$ cat src/rtl/irst_sequencer.sv
// Run controller for IF-stage fault injection: holds the host IRST configuration, arms the
// fetch stage, counts run/MIS cycles, handles timeout and abort, and resets IF_stage on recovery.
//
// state   | meaning
// --------+--------------------------------------------------------------
// IDLE    | waiting for start; results from the last run stay visible
// ARM     | one cycle: counters cleared, LFSR seeded, enable raised
// RUN     | injection active; counters and LFSR advance every cycle
// DRAIN   | enable dropped, waiting for IF_stage to clear DONE
// RECOVER | if_rst pulsed because IF_stage cannot leave the run alone
module irst_sequencer #(
    parameter logic [15:0] SEED_DEFAULT    = 16'hACE1,
    parameter logic [15:0] TIMEOUT_DEFAULT = 16'd0,
    parameter int unsigned RECOVER_CYCLES  = 2,
    parameter int unsigned DRAIN_MAX       = 8
) (
    input  logic        clk,
    input  logic        rst,
    input  logic        cfg_wr_en,
    input  logic [1:0]  cfg_addr,
    input  logic [15:0] cfg_wdata,
    input  logic        irst_done,
    input  logic        write_en,
    output logic [15:0] irst_reg_data,
    output logic [2:0]  rand_data,
    output logic        if_rst,
    output logic        busy,
    output logic [1:0]  result,
    output logic [15:0] run_cycles,
    output logic [15:0] mis_cycles,
    output logic        irq
);

    typedef enum logic [2:0] {
        S_IDLE,
        S_ARM,
        S_RUN,
        S_DRAIN,
        S_RECOVER
    } state_t;

    localparam logic [15:0] LFSR_MASK    = 16'hB400;
    localparam logic [7:0]  DRAIN_LOAD   = 8'(DRAIN_MAX - 1);
    localparam logic [7:0]  RECOVER_LOAD = 8'(RECOVER_CYCLES - 1);

    localparam logic [1:0] RES_NONE    = 2'b00;
    localparam logic [1:0] RES_PASS    = 2'b01;
    localparam logic [1:0] RES_TIMEOUT = 2'b10;
    localparam logic [1:0] RES_ABORT   = 2'b11;

    state_t      state_q;
    logic [14:0] cfg_q;
    logic [15:0] seed_q;
    logic [15:0] timeout_q;
    logic [15:0] lfsr_q;
    logic [15:0] run_q;
    logic [15:0] mis_q;
    logic [1:0]  result_q;
    logic        irq_q;
    logic [7:0]  tmr_q;

    logic [15:0] lfsr_d;
    logic [15:0] run_d;
    logic [15:0] mis_d;
    logic        cmd_wr;
    logic        cmd_start;
    logic        cmd_abort;
    logic        timeout_hit;

    // Abort takes precedence over start when both bits arrive in one write.
    assign cmd_wr    = cfg_wr_en && (cfg_addr == 2'd3);
    assign cmd_abort = cmd_wr && cfg_wdata[1];
    assign cmd_start = cmd_wr && cfg_wdata[0] && !cfg_wdata[1];

    assign lfsr_d      = {1'b0, lfsr_q[15:1]} ^ (lfsr_q[0] ? LFSR_MASK : 16'h0000);
    assign run_d       = (run_q == 16'hFFFF) ? run_q : run_q + 16'd1;
    assign mis_d       = (write_en && (mis_q != 16'hFFFF)) ? mis_q + 16'd1 : mis_q;
    assign timeout_hit = (timeout_q != 16'd0) && (run_q == timeout_q - 16'd1);

    always_ff @(posedge clk or negedge rst) begin
        if (!rst) begin
            state_q   <= S_IDLE;
            cfg_q     <= '0;
            seed_q    <= SEED_DEFAULT;
            timeout_q <= TIMEOUT_DEFAULT;
            lfsr_q    <= SEED_DEFAULT;
            run_q     <= '0;
            mis_q     <= '0;
            result_q  <= RES_NONE;
            irq_q     <= 1'b0;
            tmr_q     <= '0;
        end else begin
            irq_q <= 1'b0;

            if (cfg_wr_en && (state_q == S_IDLE)) begin
                case (cfg_addr)
                    2'd0:    cfg_q     <= cfg_wdata[14:0];
                    2'd1:    seed_q    <= (cfg_wdata == 16'd0) ? SEED_DEFAULT : cfg_wdata;
                    2'd2:    timeout_q <= cfg_wdata;
                    default: ;
                endcase
            end

            case (state_q)
                S_IDLE: begin
                    if (cmd_start) begin
                        state_q  <= S_ARM;
                        run_q    <= '0;
                        mis_q    <= '0;
                        result_q <= RES_NONE;
                        lfsr_q   <= seed_q;
                    end
                end
                S_ARM: begin
                    if (cmd_abort) begin
                        state_q  <= S_RECOVER;
                        result_q <= RES_ABORT;
                        tmr_q    <= RECOVER_LOAD;
                    end else begin
                        state_q <= S_RUN;
                    end
                end
                S_RUN: begin
                    run_q  <= run_d;
                    mis_q  <= mis_d;
                    lfsr_q <= lfsr_d;
                    if (irst_done) begin
                        state_q  <= S_DRAIN;
                        result_q <= RES_PASS;
                        tmr_q    <= DRAIN_LOAD;
                    end else if (cmd_abort) begin
                        state_q  <= S_RECOVER;
                        result_q <= RES_ABORT;
                        tmr_q    <= RECOVER_LOAD;
                    end else if (timeout_hit) begin
                        state_q  <= S_RECOVER;
                        result_q <= RES_TIMEOUT;
                        tmr_q    <= RECOVER_LOAD;
                    end
                end
                S_DRAIN: begin
                    if (!irst_done) begin
                        state_q <= S_IDLE;
                        irq_q   <= 1'b1;
                    end else if (tmr_q == 8'd0) begin
                        state_q <= S_RECOVER;
                        tmr_q   <= RECOVER_LOAD;
                    end else begin
                        tmr_q <= tmr_q - 8'd1;
                    end
                end
                S_RECOVER: begin
                    if (tmr_q == 8'd0) begin
                        state_q <= S_IDLE;
                        irq_q   <= 1'b1;
                    end else begin
                        tmr_q <= tmr_q - 8'd1;
                    end
                end
                default: state_q <= S_IDLE;
            endcase
        end
    end

    assign irst_reg_data = {(state_q == S_ARM) || (state_q == S_RUN), cfg_q};
    assign rand_data     = lfsr_q[2:0];
    assign if_rst        = (state_q == S_RECOVER);
    assign busy          = (state_q != S_IDLE);
    assign result        = result_q;
    assign run_cycles    = run_q;
    assign mis_cycles    = mis_q;
    assign irq           = irq_q;

endmodule
$ cat config.mk
export PLATFORM = sky130hd
export DESIGN_NAME = irst_sequencer
export DESIGN_NICKNAME = d
export VERILOG_FILES = /design/src/rtl/irst_sequencer.sv
export SDC_FILE = /design/constraint.sdc
export NUM_CORES = 1
export LEC_CHECK = 0
export CAP_MARGIN = 25
export CELL_PAD_IN_SITES_DETAIL_PLACEMENT = 2
export CELL_PAD_IN_SITES_GLOBAL_PLACEMENT = 2
export CORE_MARGIN = 4
export CORE_UTILIZATION = 35
export CTS_CLUSTER_DIAMETER = 120
export DETAILED_ROUTE_END_ITERATION = 6
export GPL_ROUTABILITY_DRIVEN = 0
export PLACE_DENSITY_LB_ADDON = 0.1
export SYNTH_ARGS = -nofsm -noshare
export SYNTH_HDL_FRONTEND = slang
export SYNTH_SLANG_ARGS = --single-unit
$ cat constraint.sdc
create_clock -name clk -period 4.35 [get_ports clk]
set_clock_uncertainty 0.1 [all_clocks]
set_input_delay 0.87 -clock clk [delete_from_list [all_inputs] [get_ports clk]]
set_output_delay 0.87 -clock clk [all_outputs]
set_load 0.01 [all_outputs]
==> flow_metrics.env <==
export IMPL_status="completed"
export IMPL_postSynthRegisterBits=109
export IMPL_cell_taking_the_most_area_after_synthesis="sky130_fd_sc_hd__dfrtp_1"
export IMPL_synthDistinctLibCells=54
export IMPL_finalCriticalPeriod_ns=3.44
export IMPL_fin_nets=694
export IMPL_dr_total_vias=4895
export IMPL_rows=46
export IMPL_arrival_ns=3.58
export IMPL_timing_worst_setup_path_type="flip-flop to flip-flop"
export IMPL_final_setup_tns_ns=0
export IMPL_post_route_util_pct=44.0
export IMPL_drtIter0Drc=177
export IMPL_r2r_cells=9
export IMPL_cap_viol_max_count=0
export IMPL_initial_antenna_violation_count=0
export IMPL_maximum_number_of_pins_on_one_net_before_global_route_repair=110
export IMPL_syn_instance_count=596
export IMPL_routed_wl_um=18000
export IMPL_synth_compound_gate_area_share_pct=11.6
export IMPL_layout_area_overhead_vs_synth_pct=22.8
export IMPL_mostFrequentLayoutCells="sky130_fd_sc_hd__dfrtp_1, sky130_fd_sc_hd__nor2_1, sky130_fd_sc_hd__clkdlybuf4s50_1"
export IMPL_cts_post_setup_buffers_inserted=0
export IMPL_global_route_overflow_total=0
export IMPL_synth_ff_type="sky130_fd_sc_hd__dfrtp_1"
export IMPL_share_of_the_yosys_chip_area_belonging_to_registers_pct=47.9
export IMPL_grtUsageTotal_pct=20.1
export IMPL_power_combinational_fraction_pct=39.1
export IMPL_layout_setup_ws_ns=0.914
export IMPL_grt_first_pass_wirelength_um=29400
export IMPL_grt_pass1_vias=5371
export IMPL_yosys_area_share_adder_pct=1.09
export IMPL_post_cts_sizing=0
export IMPL_numCtsBuffers=9
export IMPL_maxSlewViolCount=0
export IMPL_top_level_ports=79
export IMPL_tritoncts_clock_tree="built"
export IMPL_cts_hold_buffers_added=0
export IMPL_irDropWorstVdd_mv=0.288
export IMPL_starting_density_of_the_core_pct=35.9
export IMPL_finalHoldViolCount=0
export IMPL_synth_net_count=624
export IMPL_layout_commonest_cell="sky130_fd_sc_hd__dfrtp_1"
export IMPL_fin_total_pwr_mw=4.37
export IMPL_proportion_of_register_bits_with_asynchronous_set_or_reset_after_synthesis_pct=100
export IMPL_yosys_top_cells_area="sky130_fd_sc_hd__dfrtp_1, sky130_fd_sc_hd__mux2_2, sky130_fd_sc_hd__dfstp_2"
export IMPL_root_buffer="sky130_fd_sc_hd__clkbuf_16"
export IMPL_post_synth_xor_area_fraction_pct=6.56
export IMPL_worstPathRequired_ns=4.50
export IMPL_intPower_mw=2.69
export IMPL_crit_path_end_kind="flip-flop"
export IMPL_p_leak_nw=2.79
export IMPL_firstDrtPassIters=4
export IMPL_synth_yosys_warnings=0
export IMPL_synth_top_area_share_pct=40.6
export IMPL_pwrdens_nw_per_um2=620
export IMPL_timing_hold_worst_path_depth=2
export IMPL_design_die_area_sq_um=18500
export IMPL_dominant_combinational_cell_family_by_area_after_synthesis="simple AND/OR/NAND/NOR gates"
export IMPL_syn_cell_area_sq_um=5740
export IMPL_post_synth_and_or_nand_nor_area_fraction_pct=21.5
export IMPL_timing_max_slew_rel_slack_pct=39.2
export IMPL_swShare_pct=38.4
export IMPL_avgRoutedWirePerCell_um=20.3
export IMPL_antenna_cells=0
export IMPL_actual_slew_at_the_worst_max_slew_pin_ns=0.903
export IMPL_antenna_left=0
export IMPL_placeableCoreArea_sq_um=16000
export IMPL_place_detailed_hpwl_um=13300
export IMPL_die_height_um=136
export IMPL_clock_sink_count=109
export IMPL_synth_edff_count=0
export IMPL_placement_io_buffers=78
export IMPL_clock_path_buffers=2
export IMPL_layout_worst_path_cycle_share_pct=79.0
export IMPL_timing_hold_ws_ns=0.393
export IMPL_pre_cts_ws_ns=0.862
export IMPL_via_count_normalized_by_instance_count=5.52
export IMPL_worst_path_fanout_max=8
export IMPL_timing_final_setup_violations=0
export IMPL_post_synth_cell_area_avg_sq_um=9.63
export IMPL_cts_htree_levels=3
export IMPL_drive_gt1_share_pct=14.5
export IMPL_clkSlewWorstSetupHoldPaths_ns=0.08
export IMPL_clock_power_share_pct=18.9
export IMPL_worstHoldPathType="flip-flop to flip-flop"
export IMPL_proportion_of_synthesized_area_in_mux_cells_pct=8.24
export IMPL_achievable_frequency_mhz=291
export IMPL_total_switching_power_mw=1.68
export IMPL_pwr_share_seq_pct=42.0
export IMPL_die_width_um=136
export IMPL_post_route_drc_count=0
export IMPL_insertion_delay_ns=0.36
export IMPL_rsz_0062_raised_after_global_routing="false"
export IMPL_setup_worst_path_start_class="flip-flop"
==> stage by stage <==
| stage | cell area (sq um) | std cells |
|---|---|---|
| detailed placement | 6760 | 871 |
| global route | 7040 | 887 |
| finish | 7040 | 887 |
| global placement | 6760 | 871 |
| CTS | 7040 | 887 |
| floorplan | 5740 | 596 |
==> power groups by stage <==
stage	combinational [mW]	clock (mW)	sequential (mW)
2_1_floorplan	1.10	0	1.73
3_3_place_gp	1.65	0	1.82
3_5_place_dp	1.72	0	1.86
4_1_cts	1.73	0.850	1.85
5_1_grt	1.88	0.891	1.90
6_report	1.71	0.824	1.84
==> per-layer routing <==
layer  routed length [um]  part of all wire [%]  track usage (%)
met2                 8910                    50             34.5
met3                  651                   3.6             3.59
met1                 8150                    45             26.0
met5                    0                     0                0
met4                  244                   1.4             5.77
==> worst max-delay path: stages (launching register included) <==
cell and delay (ns):
sky130_fd_sc_hd__dfrtp_1 0.46, sky130_fd_sc_hd__inv_1 0.10, sky130_fd_sc_hd__ha_1 0.24, sky130_fd_sc_hd__or4b_4 0.49, sky130_fd_sc_hd__or4_4 0.49, sky130_fd_sc_hd__a211oi_2 0.19
sky130_fd_sc_hd__o22ai_1 0.09, sky130_fd_sc_hd__or4_1 0.58, sky130_fd_sc_hd__o311a_1 0.40, sky130_fd_sc_hd__a31o_1 0.19
==> cell type report <==
type | instances | area [sq um]
clock buffer | 11 | 243
clock inverter | 5 | 43.8
fill | 1764 | 8960
inverter | 12 | 45.0
multi-input combinational | 445 | 2820
sequential | 109 | 2750
tap | 216 | 270
timing repair buffer | 89 | 873
==> path summary, 6_finish.rpt <==
check                       endpoint  slack, ns         start
max reg2reg                 tmr_q[4]       0.91  timeout_q[0]
min                        lfsr_q[7]       0.39     lfsr_q[7]
max                         tmr_q[4]       0.91  timeout_q[0]
min in group asynchronous   tmr_q[3]       0.44           rst
min reg2reg                lfsr_q[7]       0.39     lfsr_q[7]
max in group asynchronous  lfsr_q[8]       3.16           rst
==> cell families after synthesis <==
group / count (synthesis)
and+or+nand+nor: 255
DFF: 109
AOI/OAI and AO/OA: 100
xor gates and xnor gates: 43
buffers and inverters: 42
muxes: 42
adders and majority gates: 5
==> sequential cells by signal (all words and copies together) (netlist names) <==
| name | cells |
|---|---|
| cfg_q | 15 |
| irq | 1 |
| lfsr_q | 16 |
| mis_cycles | 16 |
| result | 2 |
| run_cycles | 16 |
| seed_q | 16 |
| state_q | 3 |
| timeout_q | 16 |
| tmr_q | 8 |
==> synth_stat cells, types with 3 or more instances <==
cell type                  number
sky130_fd_sc_hd__a21o_1         3
sky130_fd_sc_hd__a21oi_1       16
sky130_fd_sc_hd__a31o_2         4
sky130_fd_sc_hd__a31oi_1       17
sky130_fd_sc_hd__and2_1         4
sky130_fd_sc_hd__and3_1         7
sky130_fd_sc_hd__buf_4          3
sky130_fd_sc_hd__clkbuf_1      24
sky130_fd_sc_hd__dfrtp_1       93
sky130_fd_sc_hd__dfstp_2       16
sky130_fd_sc_hd__ha_1           5
sky130_fd_sc_hd__inv_1         12
sky130_fd_sc_hd__mux2_2        42
sky130_fd_sc_hd__nand2_1       67
sky130_fd_sc_hd__nand2b_1      10
sky130_fd_sc_hd__nand3_1       20
sky130_fd_sc_hd__nand3b_1       6
sky130_fd_sc_hd__nand4_1       12
sky130_fd_sc_hd__nor2_1        77
sky130_fd_sc_hd__nor2b_1        4
sky130_fd_sc_hd__nor3_1        14
sky130_fd_sc_hd__nor3b_1        3
sky130_fd_sc_hd__nor4_1        10
sky130_fd_sc_hd__nor4b_1        4
sky130_fd_sc_hd__o211ai_1       4
sky130_fd_sc_hd__o21ai_0       18
sky130_fd_sc_hd__o22a_1         8
sky130_fd_sc_hd__o22ai_1       10
sky130_fd_sc_hd__or3_1          8
sky130_fd_sc_hd__or4_1          3
sky130_fd_sc_hd__xnor2_1       21
sky130_fd_sc_hd__xor2_1        22
Power figures use the tool's default switching activity.
